<file path="config.mk">
export PLATFORM = sky130hd
export DESIGN_NAME = if_fetch_stage
export DESIGN_NICKNAME = d
export VERILOG_FILES = /design/src/rtl/cpu_defs_pkg.sv /design/src/rtl/if_id_reg.sv /design/src/rtl/if_fetch_stage.sv
export SDC_FILE = /design/constraint.sdc
export NUM_CORES = 1
export LEC_CHECK = 0
export ABC_AREA = 0
export CORE_MARGIN = 1.5
export CORE_UTILIZATION = 47
export CTS_CLUSTER_DIAMETER = 120
export DETAILED_ROUTE_END_ITERATION = 10
export GPL_TIMING_DRIVEN = 0
export PLACE_DENSITY_LB_ADDON = 0.08
export SETUP_SLACK_MARGIN = 0.05
export SLEW_MARGIN = 30
export SYNTH_ARGS = -nofsm -noshare
export SYNTH_HDL_FRONTEND = slang
export SYNTH_SLANG_ARGS = --single-unit
</file>
<file path="constraint.sdc">
create_clock -name clk -period 2.8 [get_ports clk]
set_input_delay 0.56 -clock clk [delete_from_list [all_inputs] [get_ports clk]]
set_output_delay 0.56 -clock clk [all_outputs]
set_load 0.02 [all_outputs]
</file>
<file path="src/rtl/cpu_defs_pkg.sv">
// Shared CPU definitions: fetch widths, reset vector, bubble encoding and the
// IF/ID pipeline register payload.
package cpu_defs_pkg;

   localparam int unsigned      ADDR_W    = 32;
   localparam logic [31:0]      RESET_PC  = 32'd0;
   localparam int unsigned      PC_STEP   = 4;
   localparam logic [31:0]      NOP_INSTR = 32'h0000_0000;

   typedef struct packed {
      logic [ADDR_W-1:0] pc;
      logic [ADDR_W-1:0] instr;
      logic              valid;
   } if_id_t;

   typedef enum logic [1:0] {
      IFID_LOAD  = 2'd0,
      IFID_HOLD  = 2'd1,
      IFID_CLEAR = 2'd2
   } if_id_cmd_e;

   function automatic if_id_t if_id_bubble();
      if_id_t b;
      b.pc    = '0;
      b.instr = NOP_INSTR;
      b.valid = 1'b0;
      return b;
   endfunction

   // Branch targets are always word aligned; low bits are silently dropped.
   function automatic logic [ADDR_W-1:0] align_word(input logic [ADDR_W-1:0] a);
      return {a[ADDR_W-1:2], 2'b00};
   endfunction

endpackage

</file>
<file path="src/rtl/if_id_reg.sv">
// IF/ID pipeline register. The command is decoded by the fetch stage; this
// block only loads, holds or clears to a bubble.
module if_id_reg
   import cpu_defs_pkg::*;
(
   input  logic       clk,
   input  logic       rst,
   input  if_id_cmd_e cmd,
   input  if_id_t     load_data,
   output if_id_t     q
);

   if_id_t ifid_q;
   if_id_t ifid_d;

   always_comb begin
      ifid_d = ifid_q;
      case (cmd)
         IFID_LOAD:  ifid_d = load_data;
         IFID_CLEAR: ifid_d = if_id_bubble();
         default:    ifid_d = ifid_q;
      endcase
   end

   always_ff @(posedge clk) begin
      if (rst) begin
         ifid_q <= if_id_bubble();
      end else begin
         ifid_q <= ifid_d;
      end
   end

   assign q = ifid_q;

endmodule

</file>
<file path="src/rtl/if_fetch_stage.sv">
// Instruction fetch stage: owns the PC, addresses the instruction memory and
// captures the returned word into the IF/ID register.
module if_fetch_stage #(
   parameter int unsigned ADDR_W   = cpu_defs_pkg::ADDR_W,
   parameter logic [31:0] RESET_PC = cpu_defs_pkg::RESET_PC,
   parameter int unsigned PC_STEP  = cpu_defs_pkg::PC_STEP
) (
   input  logic              clk,
   input  logic              rst,
   input  logic              freeze,
   input  logic              flush,
   input  logic              branch_taken,
   input  logic [ADDR_W-1:0] branch_addr,
   output logic [ADDR_W-1:0] imem_addr,
   input  logic [ADDR_W-1:0] imem_instru,
   output logic [ADDR_W-1:0] if_pc,
   output logic [ADDR_W-1:0] if_instr,
   output logic              if_valid
);
   import cpu_defs_pkg::if_id_t;
   import cpu_defs_pkg::if_id_cmd_e;
   import cpu_defs_pkg::IFID_LOAD;
   import cpu_defs_pkg::IFID_HOLD;
   import cpu_defs_pkg::IFID_CLEAR;
   import cpu_defs_pkg::align_word;

   localparam logic [ADDR_W-1:0] PC_INC   = ADDR_W'(PC_STEP);
   localparam logic [ADDR_W-1:0] PC_RESET = ADDR_W'(RESET_PC);

   logic [ADDR_W-1:0] pc_q;
   logic [ADDR_W-1:0] pc_d;
   logic [ADDR_W-1:0] pc_seq;
   if_id_cmd_e        ifid_cmd;
   if_id_t            ifid_load;
   if_id_t            ifid_out;

   assign pc_seq = pc_q + PC_INC;

   // Priority below reset: branch > freeze > flush > sequential fetch.
   // A branch overrides a stall so the redirect is never lost.
   always_comb begin
      pc_d     = pc_seq;
      ifid_cmd = IFID_LOAD;
      if (branch_taken) begin
         pc_d     = align_word(branch_addr);
         ifid_cmd = IFID_CLEAR;
      end else if (freeze) begin
         pc_d     = pc_q;
         ifid_cmd = IFID_HOLD;
      end else if (flush) begin
         pc_d     = pc_seq;
         ifid_cmd = IFID_CLEAR;
      end
   end

   always_comb begin
      ifid_load.pc    = pc_seq;
      ifid_load.instr = imem_instru;
      ifid_load.valid = 1'b1;
   end

   always_ff @(posedge clk) begin
      if (rst) begin
         pc_q <= PC_RESET;
      end else begin
         pc_q <= pc_d;
      end
   end

   if_id_reg u_if_id_reg (
      .clk       (clk),
      .rst       (rst),
      .cmd       (ifid_cmd),
      .load_data (ifid_load),
      .q         (ifid_out)
   );

   assign imem_addr = pc_q;
   assign if_pc     = ifid_out.pc;
   assign if_instr  = ifid_out.instr;
   assign if_valid  = ifid_out.valid;

endmodule
</file>
Word-level counts from Yosys, hierarchy flattened
Index checks and enable logic that the tools add are counted.
Word-level totals
  logic and storage cells: 17
  output and inout port bits: 97
  flip-flop bits (word level): 97
  input port bits: 69
Operators by class
  reduce and logical (&&, ||, !) cells: 3
  add/subtract/negate cells: 1
  equality and inequality tests: 2
  mux-type cells: 6
Operators by type and width (count)
  case mux 65 bit (2 select lines): 1
  2-to-1 mux 32 bit: 2
  adder 32 x 3 -> 32 bit, second input constant: 1
  2-to-1 mux 2 bit: 3
  == test 2 bit, second input constant: 1
  zero test 2 bit: 1
  != test 2 x 1 -> 1 bit, second input constant: 1
  nonzero test 2 bit: 1
  OR reduction 2 bit: 1

Depth between registers and ports, before layout
Gate-level depths: netlist of run 1.
  word-level depth: 5
  depth in mapped cells: 7
  gate-level depth less buffers: 6

By module
Synthesis of run 1 repeated with hierarchy kept, for this count alone.
Unflattened totals
  cells, all modules: 599
  area total of the unflattened synthesis: 5195.0 µm²
By module, submodules not included
  if_id_reg: cells each 289, area each 2892.8 µm², times used 1, sequential area each 1301.2 µm²
  if_fetch_stage: cells each 310, area each 2302.2 µm², times used 1, sequential area each 600.6 µm²

Least setup slack after synthesis of run 1
OpenSTA, ideal clock, no wires.
  path type: reg2reg
  start: register pc_q[7], in the netlist imem_addr[7]
  end: register pc_q[27], in the netlist imem_addr[27]
  period minus slack after synthesis: 1881 ps
  data required time: 2714 ps
  buffers on the path: 2
  stages on the path, launching flop included: 8
  slack: 919 ps
  data arrival time: 1796 ps
  setup time: 86 ps
  cells stage by stage: dfxtp_1 > buf_4 > nand3_1 > nor4_1 > buf_2 > nand4_1 > xor2_1 > a211oi_1
On the way
  cells in the longest elaborated chain, start to end: 3
Ends and longest elaborated chain
  from (decl): line if_fetch_stage.sv:30  | logic [ADDR_W-1:0] pc_q;
  from (signal assigned): line if_fetch_stage.sv:66  | pc_q <= pc_d;
  adder 32 x 3 -> 32 bit: line if_fetch_stage.sv:37  | assign pc_seq = pc_q + PC_INC;
  2-to-1 mux 32 bit: line if_fetch_stage.sv:47  | end else if (freeze) begin
  2-to-1 mux 32 bit: line if_fetch_stage.sv:44  | if (branch_taken) begin
Every way passes these cells. The select of a mux whose other input is x is not followed.
A chain may end at the register's enable or synchronous reset.

Worst setup path in the final report of run 1
  start: input freeze
  end: register pc_q[30], in the netlist imem_addr[30]
On the way
  cells in the longest elaborated chain, start to end: 1
Ends and longest elaborated chain
  from (decl): line if_fetch_stage.sv:10  | input logic freeze,
  != test 2 x 1 -> 1 bit (no source line)
Every way passes these cells.

==> results of run 1 <==
[logic make-up after synthesis]
| kind of cell | Yosys count |
|---|---|
| compound gates | 92 |
| simple gates | 191 |
| flops | 93 |
| buf+inv | 46 |
| fa+ha+maj | 1 |
| other cells | 1 |
| xor+xnor | 57 |
| mux | 4 |
[per-stage QoR]
stage | cell area [um^2] | setup slack (ns) | util [%] | hold WS (ns) | power (mW)
floorplan | 4145 | 0.9186 | - | 0.5360 | 1.654
global placement | 5872 | 0.1084 | 67.99 | 0.4351 | 1.880
detailed placement | 5872 | 0.05229 | 67.99 | 0.4460 | 1.888
CTS | 6061 | 0.4253 | 70.18 | 0.4659 | 2.750
global route | 6061 | 0.2747 | 70.18 | 0.4938 | 2.851
finish | 6061 | 0.3543 | 70.18 | 0.4603 | 2.737
[routing by layer]
layer	part of all wire (%)	wire length, um	global-route usage, %	vias to the layer above
met1	42	5085	30.87	1926
met2	48	5881	43.20	177
li1	-	-	-	2020
met5	0	0	0	-
met4	2.1	260	10.14	0
met3	8.2	1006	7.153	23
[worst min-delay path, cell delays in order, from the launching register on]
cell and delay, ns:
sky130_fd_sc_hd__dfxtp_1 0.34, sky130_fd_sc_hd__nand2_1 0.04, sky130_fd_sc_hd__o21ai_0 0.05
[worst paths after layout]
check,to,cells past startpoint,startpoint
max reg2reg,imem_addr[30],6,imem_addr[2]
min reg2reg,u_if_id_reg.q[63],2,u_if_id_reg.q[63]
min,u_if_id_reg.q[63],2,u_if_id_reg.q[63]
max,imem_addr[30],6,freeze
[power by group through the flow]
stage,clock network [mW],logic [mW],registers [mW]
after floorplan,0,0.163,1.49
after global placement,0,0.437,1.44
after detailed placement,0,0.442,1.45
after CTS,0.890,0.445,1.42
after global routing,0.953,0.475,1.42
final,0.877,0.444,1.42
[flip-flops by register name (all words and copies together), names as in the netlist]
name	flops
imem_addr	30
u_if_id_reg.q	63
[synth_stat cells]
library cell,count
sky130_fd_sc_hd__a211oi_1,20
sky130_fd_sc_hd__nand3b_1,1
sky130_fd_sc_hd__dfxtp_1,93
sky130_fd_sc_hd__buf_4,6
sky130_fd_sc_hd__mux2i_1,4
sky130_fd_sc_hd__nand4bb_1,1
sky130_fd_sc_hd__ha_1,1
sky130_fd_sc_hd__a22oi_1,39
sky130_fd_sc_hd__or3_1,1
sky130_fd_sc_hd__nor3_1,8
sky130_fd_sc_hd__xnor2_1,23
sky130_fd_sc_hd__o21bai_1,2
sky130_fd_sc_hd__nor4_1,5
sky130_fd_sc_hd__xor2_1,34
sky130_fd_sc_hd__nand2_1,39
sky130_fd_sc_hd__conb_1,1
sky130_fd_sc_hd__and4b_1,1
sky130_fd_sc_hd__nor2_1,80
sky130_fd_sc_hd__clkbuf_2,1
sky130_fd_sc_hd__nor3_2,4
sky130_fd_sc_hd__inv_2,1
sky130_fd_sc_hd__nor2b_1,3
sky130_fd_sc_hd__nand4_1,11
sky130_fd_sc_hd__nand2b_1,1
sky130_fd_sc_hd__or4_4,1
sky130_fd_sc_hd__a21oi_1,9
sky130_fd_sc_hd__and4_1,2
sky130_fd_sc_hd__o21ai_0,20
sky130_fd_sc_hd__nand3_1,28
sky130_fd_sc_hd__nand3_2,1
sky130_fd_sc_hd__clkbuf_1,30
sky130_fd_sc_hd__and3_1,4
sky130_fd_sc_hd__buf_2,7
sky130_fd_sc_hd__a22o_1,2
sky130_fd_sc_hd__inv_1,1
[cell type report]
| cell class | count | area (um^2) | area share, % |
|---|---|---|---|
| timing repair buffer | 159 | 1592 | 26.26 |
| sequential | 93 | 1862 | 30.72 |
| tap | 108 | 135.1 | 2.230 |
| buffer | 44 | 197.7 | 3.262 |
| clock inverter | 6 | 65.06 | 1.073 |
| inverter | 2 | 7.507 | 0.1239 |
| multi-input combinational | 349 | 2078 | 34.29 |
| clock buffer | 9 | 123.9 | 2.044 |
==> results.cfg, run 1 <==
[synth]
synth.area.top_cells = sky130_fd_sc_hd__dfxtp_1 45%, sky130_fd_sc_hd__nor2_1 7.3%, sky130_fd_sc_hd__xor2_1 7.2%
post_synth_and_or_nand_nor_area_fraction_pct = 21.55
synth_top_area_cell = sky130_fd_sc_hd__dfxtp_1
synth-seq-area-share_pct = 45.04
syn_area_per_cell_um2 = 8.524
ys_seq_elements = 93
synthMuxAreaShare_pct = 0.9685
synth.lib_cells_used.distinct = 35
synth_top_family_by_area = simple AND/OR/NAND/NOR gates
synth_area_in_compound_gates_pct = 15.01
postSynthCellCount = 485
synth_top_cell_area_share_pct = 45.04
netlist_area_mm2 = 0.004134
ys.warnings.count = 0
post_synth_fa_ha_maj_area_fraction_pct = 0.3027
parity_gate_share_of_the_synthesized_area_counting_xor_and_xnor_cells_pct = 12.08

[finish]
most_common_cell_after_layout_fill_and_taps_aside = sky130_fd_sc_hd__clkdlybuf4s50_1
fillers = 741
leading_cell_types_in_the_layout_fill_and_taps_excluded = 159 x sky130_fd_sc_hd__clkdlybuf4s50_1, 93 x sky130_fd_sc_hd__dfxtp_1, 80 x sky130_fd_sc_hd__nor2_1
final-instance-count-excl-fill = 770
antenna_cells = 0
final_net_count = 728
drive_gt1_share_pct = 5.438
areaGrowthSynthToFinish_pct = 46.61

[power]
power_report.internal_total_mw = 2.004
seq_power_share_pct = 51.7
powerDensity_mw_per_mm2 = 451.6
worst_ir_drop_vdd_v = 0.0002654
combPwrFrac_pct = 16.2
netSwitchingFraction_pct = 26.78
p_leak_nw = 2.091
power.share.clock_pct = 32.0
switching_power_mw = 0.7331

[worst_setup_path]
worstSetupStartpointType = primary input
setup.worst_path.end_class = flop
worst-r2r-setup-slack_ns = 0.51
timing.critical_path.buf_inv = 2
worst-path-max-fanout = 10
cp_data_arrival_time_ns = 2.71
critical-path-top-delay-family = simple AND/OR/NAND/NOR gates
critPathMaxStageDelay_ns = 0.68
crit_path_class = primary input to flop
worstPathRequired_ns = 3.07
path_cells = clkdlybuf4s50_1, clkbuf_1, nor3_1, nand4_1, xor2_1, a211oi_1
cpMaxStageDelayCell = sky130_fd_sc_hd__nor3_1

[global_route]
antenna_found_initial = 0
grt_first_pass_wirelength_um = 19600
first_global_vias = 3993
gr-usage-all-layers_pct = 25.63
pin_count_of_the_biggest_net_entering_global_routing = 16
grt_overflow_total = 0

[floorplanning]
fp-row-count = 34
vertical_die_dimension_um = 96.79
horizontal_die_dimension_um = 96.79
floorplan.initialDensity_pct = 47.87
ioPinCount = 166
die_area_mm2 = 0.009367
coreArea_mm2 = 0.008636

[detailed_routing]
post-route-drc-count = 0
first_iter_violations = 159
finalWirelength_um = 12230
num_vias = 4146
routed_wire_length_per_instance_um = 15.89
vias_per_cell = 5.384
detailedRoute.firstPassIterationCount = 5
detail-route-antenna-nets = 0

[place]
dp.final_hpwl_um = 9062
gp_routability_congestion = 0.8920
post_place_cells = 755
io_buffers = 159

[sta]
rsz0062_at_grt = false
timing_max_transition_violations_final = 0
fin_crit_ns = 2.446
total_negative_slack_ns = 0
max_freq_mhz = 408.9
actual_slew_at_the_worst_max_slew_pin_ns = 0.9679
finalClockSkew_ns = 0.008348
post-route-period-util_pct = 87.35
maxSlewHeadroom_pct = 34.98
hold_violations = 0
finalSetupViolCount = 0

[run]
cap_viol_max_count = 0

[cts]
htree_num_levels = 3
number_of_sinks_handled_by_clock_tree_synthesis = 93
clkSlewWorstSetupHoldPaths_ns = 0.09
postCtsResizedCells = 0
ctsLongestPathBuffers = 2
post_cts_buffers = 0
number_of_buffers_added_to_fix_hold_violations_after_cts = 0
clk-insertion-delay-late_ns = 0.35
clock_tree.root_cell = sky130_fd_sc_hd__clkbuf_8
cts_tree = built
cts_buffers = 9

[status]
status = finished, final reports clean

[min_path]
timing.hold.worst.class = flop to flop
Note: power is estimated with default switching activity, not from simulation.
==> inputs of run 2 (changes only) <==
--- a/config.mk
+++ b/config.mk
@@ -6,9 +6,11 @@
 export NUM_CORES = 1
 export LEC_CHECK = 0
 export ABC_AREA = 0
+export CORE_ASPECT_RATIO = 0.8
 export CORE_MARGIN = 1.5
 export CORE_UTILIZATION = 47
 export CTS_CLUSTER_DIAMETER = 120
+export CTS_CLUSTER_SIZE = 30
 export DETAILED_ROUTE_END_ITERATION = 10
 export GPL_TIMING_DRIVEN = 0
 export PLACE_DENSITY_LB_ADDON = 0.08
==> results.cfg, run 2 (synthesized netlist as in run 1, its figures left out) <==
[finish]
largest_register_ffs = 63
most_common_cell_after_layout_fill_and_taps_aside = sky130_fd_sc_hd__clkdlybuf4s50_1
final_net_count = 728
final_util_pct = 71.15
leading_cell_types_in_the_layout_fill_and_taps_excluded = 159 x sky130_fd_sc_hd__clkdlybuf4s50_1, 93 x sky130_fd_sc_hd__dfxtp_1, 80 x sky130_fd_sc_hd__nor2_1
design_area_mm2 = 0.006062
final-instance-count-excl-fill = 774
antenna_cells = 0
drive_gt1_share_pct = 5.438
areaGrowthSynthToFinish_pct = 46.64

[detailed_routing]
post-route-drc-count = 0
routed_wire_length_per_instance_um = 16.15
detail-route-antenna-nets = 0
first_iter_violations = 285
detailedRoute.firstPassIterationCount = 5
finalWirelength_um = 12500
vias_per_cell = 5.362
num_vias = 4150

[worst_setup_path]
critPathMaxStageDelay_ns = 0.77
crit_path_class = primary input to flop
setup.worst_path.end_class = flop
reg2reg_depth = 6
worstPathRequired_ns = 3.08
worst-path-max-fanout = 10
path_cells = clkdlybuf4s50_1, clkbuf_1, nor3_1, nand4_1, xor2_1, a211oi_1
worstSetupStartpointType = primary input
cpMaxStageDelayCell = sky130_fd_sc_hd__nor3_1
cp_data_arrival_time_ns = 2.76

[cts]
number_of_sinks_handled_by_clock_tree_synthesis = 93
number_of_buffers_added_to_fix_hold_violations_after_cts = 0
clock_tree.root_cell = sky130_fd_sc_hd__clkbuf_8
post_cts_buffers = 0
ctsLongestPathBuffers = 2
clk-insertion-delay-late_ns = 0.37
cts_buffers = 9
htree_num_levels = 3
clkSlewWorstSetupHoldPaths_ns = 0.08
cts_tree = built
postCtsResizedCells = 0

[sta]
holdWs_ns = 0.4598
post-route-period-util_pct = 88.70
maxSlewHeadroom_pct = 40.64
fin_crit_ns = 2.484
total_negative_slack_ns = 0
timing_max_transition_violations_final = 0
finalSetupViolCount = 0
actual_slew_at_the_worst_max_slew_pin_ns = 0.8835
max_freq_mhz = 402.6
fin_worst_setup_slack_ns = 0.3164
hold_violations = 0
rsz0062_at_grt = false
finalClockSkew_ns = 0.008712

[run]
cap_viol_max_count = 0

[floorplanning]
ioPinCount = 166
vertical_die_dimension_um = 86.89
die_area_mm2 = 0.009371
floorplan.initialDensity_pct = 48.52
coreArea_mm2 = 0.008521
horizontal_die_dimension_um = 107.9
fp-row-count = 30

[power]
power.share.clock_pct = 31.6
p_leak_nw = 2.088
netSwitchingFraction_pct = 26.65
seq_power_share_pct = 52.0
power_report.internal_total_mw = 2.000
worst_ir_drop_vdd_v = 0.0003313
powerDensity_mw_per_mm2 = 449.7
switching_power_mw = 0.7266
combPwrFrac_pct = 16.5
total_power_mw = 2.726

[global_route]
grtUsageMet3_pct = 8.527
pin_count_of_the_biggest_net_entering_global_routing = 15
first_global_vias = 3756
gr-max-usage-layer = met2
antenna_found_initial = 0
gr-usage-met1_pct = 36.23
gr-usage-all-layers_pct = 27.01
grt_overflow_total = 0
gr-usage-met2_pct = 41.52
grt_first_pass_wirelength_um = 19130

[place]
dpl_worst_slack_ns = 0.01041
dp.final_hpwl_um = 9433
io_buffers = 159
placed_standard_cell_area_mm2 = 0.005877
gp_routability_congestion = 0.9495
post_place_cells = 759

[min_path]
timing.hold.worst.class = flop to flop
min_delay_path_depth = 2

[status]
status = finished, final reports clean
## run 2: worst max-delay path, delay by kind of cell
family	cells	cell delay, ns
AO/OA/AOI/OAI	1	0.23
AND/OR/NAND/NOR	2	0.99
XOR/XNOR	1	0.20
buffers and inverters	2	0.79
## run 2: final cells by class
type,count,area [um^2]
Tap cell,112,140.1
Clock inverter,5,52.55
Inverter,2,7.507
Buffer,44,197.7
Multi-Input combinational cell,349,2083
Fill cell,670,2459
Clock buffer,10,127.6
Timing Repair Buffer,159,1592
Sequential cell,93,1862
## run 2: per-layer routing
metal / vias up / part of all wire, %
met4: 0 / 1.8
li1: 2022 / -
met5: - / 0
met1: 1897 / 44
met2: 213 / 44
met3: 18 / 9.9
## run 2: final timing paths
| kind | slack, ns | from | to |
|---|---|---|---|
| hold / removal | 0.46 | u_if_id_reg.q[56] | u_if_id_reg.q[56] |
| setup / recovery | 0.32 | freeze | imem_addr[30] |
| hold reg to reg | 0.46 | u_if_id_reg.q[56] | u_if_id_reg.q[56] |
| setup reg to reg | 0.44 | imem_addr[2] | imem_addr[30] |
## run 2: power by group through the flow
| stage | sequential [mW] | clock, mW | combinational [mW] |
|---|---|---|---|
| after floorplan | 1.49 | 0 | 0.163 |
| after global placement | 1.44 | 0 | 0.438 |
| after detailed placement | 1.45 | 0 | 0.445 |
| after CTS | 1.42 | 0.871 | 0.448 |
| after global routing | 1.42 | 0.930 | 0.479 |
| final | 1.42 | 0.861 | 0.449 |
==> inputs of run 3 (changes only) <==
--- a/config.mk
+++ b/config.mk
@@ -6,7 +6,6 @@
 export NUM_CORES = 1
 export LEC_CHECK = 0
 export ABC_AREA = 0
-export CORE_ASPECT_RATIO = 0.8
 export CORE_MARGIN = 1.5
 export CORE_UTILIZATION = 47
 export CTS_CLUSTER_DIAMETER = 120
@@ -15,6 +14,7 @@
 export GPL_TIMING_DRIVEN = 0
 export PLACE_DENSITY_LB_ADDON = 0.08
 export SETUP_SLACK_MARGIN = 0.05
+export SKIP_LAST_GASP = 1
 export SLEW_MARGIN = 30
 export SYNTH_ARGS = -nofsm -noshare
 export SYNTH_HDL_FRONTEND = slang
==> results of run 3 <==
The final DEF is identical to that of run 1; final timing and power are the same.
==> edit, RTL diff (settings of run 1) <==
Change the package constant `ADDR_W` from 32 to 48.
--- a/src/rtl/cpu_defs_pkg.sv
+++ b/src/rtl/cpu_defs_pkg.sv
@@ -4,3 +4,3 @@
 
-   localparam int unsigned      ADDR_W    = 32;
+   localparam int unsigned      ADDR_W    = 48;
    localparam logic [31:0]      RESET_PC  = 32'd0;
Ports: changed (5 resized); port bits go from 166 to 246. The function was not compared with the original's and may differ.
==> edit against run 1 <==
  * Design area grew 64%
  * Sequential cell count is 48 higher
  * Clock skew is 1.3 ps lower
  * Fmax is 6.4% lower
  * Routed wire length is 82% higher
  * Combinational power grew 54%
  * Count of clock-buffer cells in the layout grew 12
  * Register-to-register slack worse by 320 ps
  * Sequential share of layout area shrank 2.3 points
  * Setup slack got worse by 170 ps
  * Total power rose by 92%
  * Synthesized area up 61%
  * Non-clock buffer count up 112
  * Critical path type is now reg2reg
  * Largest cell class unchanged
  * Largest power group is now the clock network
==> edit: results (changes against run 1) <==
* Arr. time, crit path at 2960 ps (was 2710 ps)
* IO Port Bufs at 238 (was 159)
* DP HPWL at 16200 microns (was 9060 microns)
* Crit path capture: imem_addr[38]$_SDFFE_PP0N_ (was imem_addr[30]$_SDFFE_PP0P_)
* Run status: finished clean (unchanged)
* Reg-to-reg startpoint: imem_addr[2]$_SDFFE_PP0N_ (was imem_addr[2]$_SDFFE_PP0P_)
* Maximum clock rate at 0.383 GHz (was 0.409 GHz)
* Iter 0 DRT Violations at 617 (was 159)
* Max VDD drop at 0.409 mV (was 0.265 mV)
* First-pass GRT wire length at 34000 microns (was 19600 microns)
* Avg Inst Size Synth at 8.56 sq um (was 8.52 sq um)
* Area contributors post-synth: dfxtp_1 42%, a22oi_1 6.5%, nor2_1 6.5%, xnor2_1 6.1%, xor2_1 3.8% (was dfxtp_1 45%, nor2_1 7.3%, xor2_1 7.2%, a22oi_1 7.1%, xnor2_1 4.9%)
* Leak Pwr at 3.50 nW (was 2.09 nW)
* Post-synthesis cell type count at 57 (was 35)
* Post-Synth Adder-Cell Area at 0.00188 (was 0.00303)
* Clock Skew at 7.09 ps (was 8.35 ps)
* Synth Area in Compound Gates at 0.156 (was 0.150)
* Critical Path Start: imem_addr[2]$_SDFFE_PP0N_ (was freeze)
* Synth top cells by count: 141 x dfxtp_1, 115 x nor2_1, 58 x a22oi_1 (was 93 x dfxtp_1, 80 x nor2_1, 39 x a22oi_1, 39 x nand2_1, 34 x xor2_1)
* Synth Area in XOR/XNOR at 0.0986 (was 0.121)
* CTS clk-pin slew, worst paths at 60 ps (was 90 ps)
* Clock H-tree levels at 4 (was 3)
* Seq/Total Area, Yosys at 0.424 (was 0.450)
* Actual slew at the worst max-slew pin at 872 ps (was 968 ps)
* Post-layout nets at 1140 (was 728)
* R2R cell count at 7 (was 6)
* Reg-to-reg setup timing slack at 190 ps (was 510 ps)
* Vias in the first global route at 6489 (was 3993)
* Layout cell share with drive strength beyond 1 at 0.0705 (was 0.0544)
* Switching Fraction at 0.250 (was 0.268)
* Logic power comb at 0.684 mW (was 0.444 mW)
* Largest register FFs at 95 (was 63)
* DP Cell Count at 1199 (was 755)
* Via count at 6882 (was 4146)
* Placement Setup Slack at -467 ps (was 52.3 ps)
* Post-synthesis mux area share at 0.0109 (was 0.00969)
* Synth top area share at 0.424 (was 0.450)
* Largest net degree at the start of global routing at 17 (was 16)
* Hold Slack at 442 ps (was 460 ps)
* P_clk at 2.42 mW (was 0.877 mW)
* Overall Global Routing Usage at 0.294 (was 0.256)
* Routed wire per std cell at 18.1 microns (was 15.9 microns)
-- edit: final cells by class --
type | count | area, sq um
fillers | 1155 | 3960
multi-input cells | 558 | 3500
flip-flops and latches | 141 | 2820
repair buffers | 238 | 2380
clock buffers | 21 | 460
plain buffers | 77 | 352
well taps | 180 | 225
clock inverters | 10 | 163
inverters | 5 | 18.8
-- edit: repair_timing --
| action | CTS | global route |
|---|---|---|
| setup endpoints to repair | 29 | 36 |
| gates resized for setup | 3 | 7 |
| hold endpoints to repair | 0 | 0 |
| gates cloned | 0 | 0 |
| buffers inserted | 0 | 0 |
-- edit: metal layers --
metal  wire length (microns)  vias up  share of wire  track usage
met5                       0        -              0            0
li1                        -     3290              -            -
met3                    1840       44          0.083       0.0740
met4                     482        0          0.022        0.110
met2                   10400      303           0.47        0.483
met1                    9520     3245           0.43        0.373
-- edit: worst min-delay path by stage --
stage	endpoint	from
after detailed placement	u_if_id_reg.q[79]$_SDFFE_PP0P_	u_if_id_reg.q[79]$_SDFFE_PP0P_
after floorplan	u_if_id_reg.q[75]$_SDFFE_PP0P_	u_if_id_reg.q[75]$_SDFFE_PP0P_
after global placement	u_if_id_reg.q[87]$_SDFFE_PP0P_	u_if_id_reg.q[87]$_SDFFE_PP0P_
final	u_if_id_reg.q[93]$_SDFFE_PP0P_	u_if_id_reg.q[93]$_SDFFE_PP0P_
after CTS	u_if_id_reg.q[79]$_SDFFE_PP0P_	u_if_id_reg.q[79]$_SDFFE_PP0P_
after global routing	u_if_id_reg.q[93]$_SDFFE_PP0P_	u_if_id_reg.q[93]$_SDFFE_PP0P_
-- edit: worst max-delay path: stages, from the launching register on --
cell and delay, ps:
dfxtp_1 530, ha_1 300, nand3_2 220, or4_1 550, buf_2 220, nor3_2 190, mux2_2 360, nor3_1 160
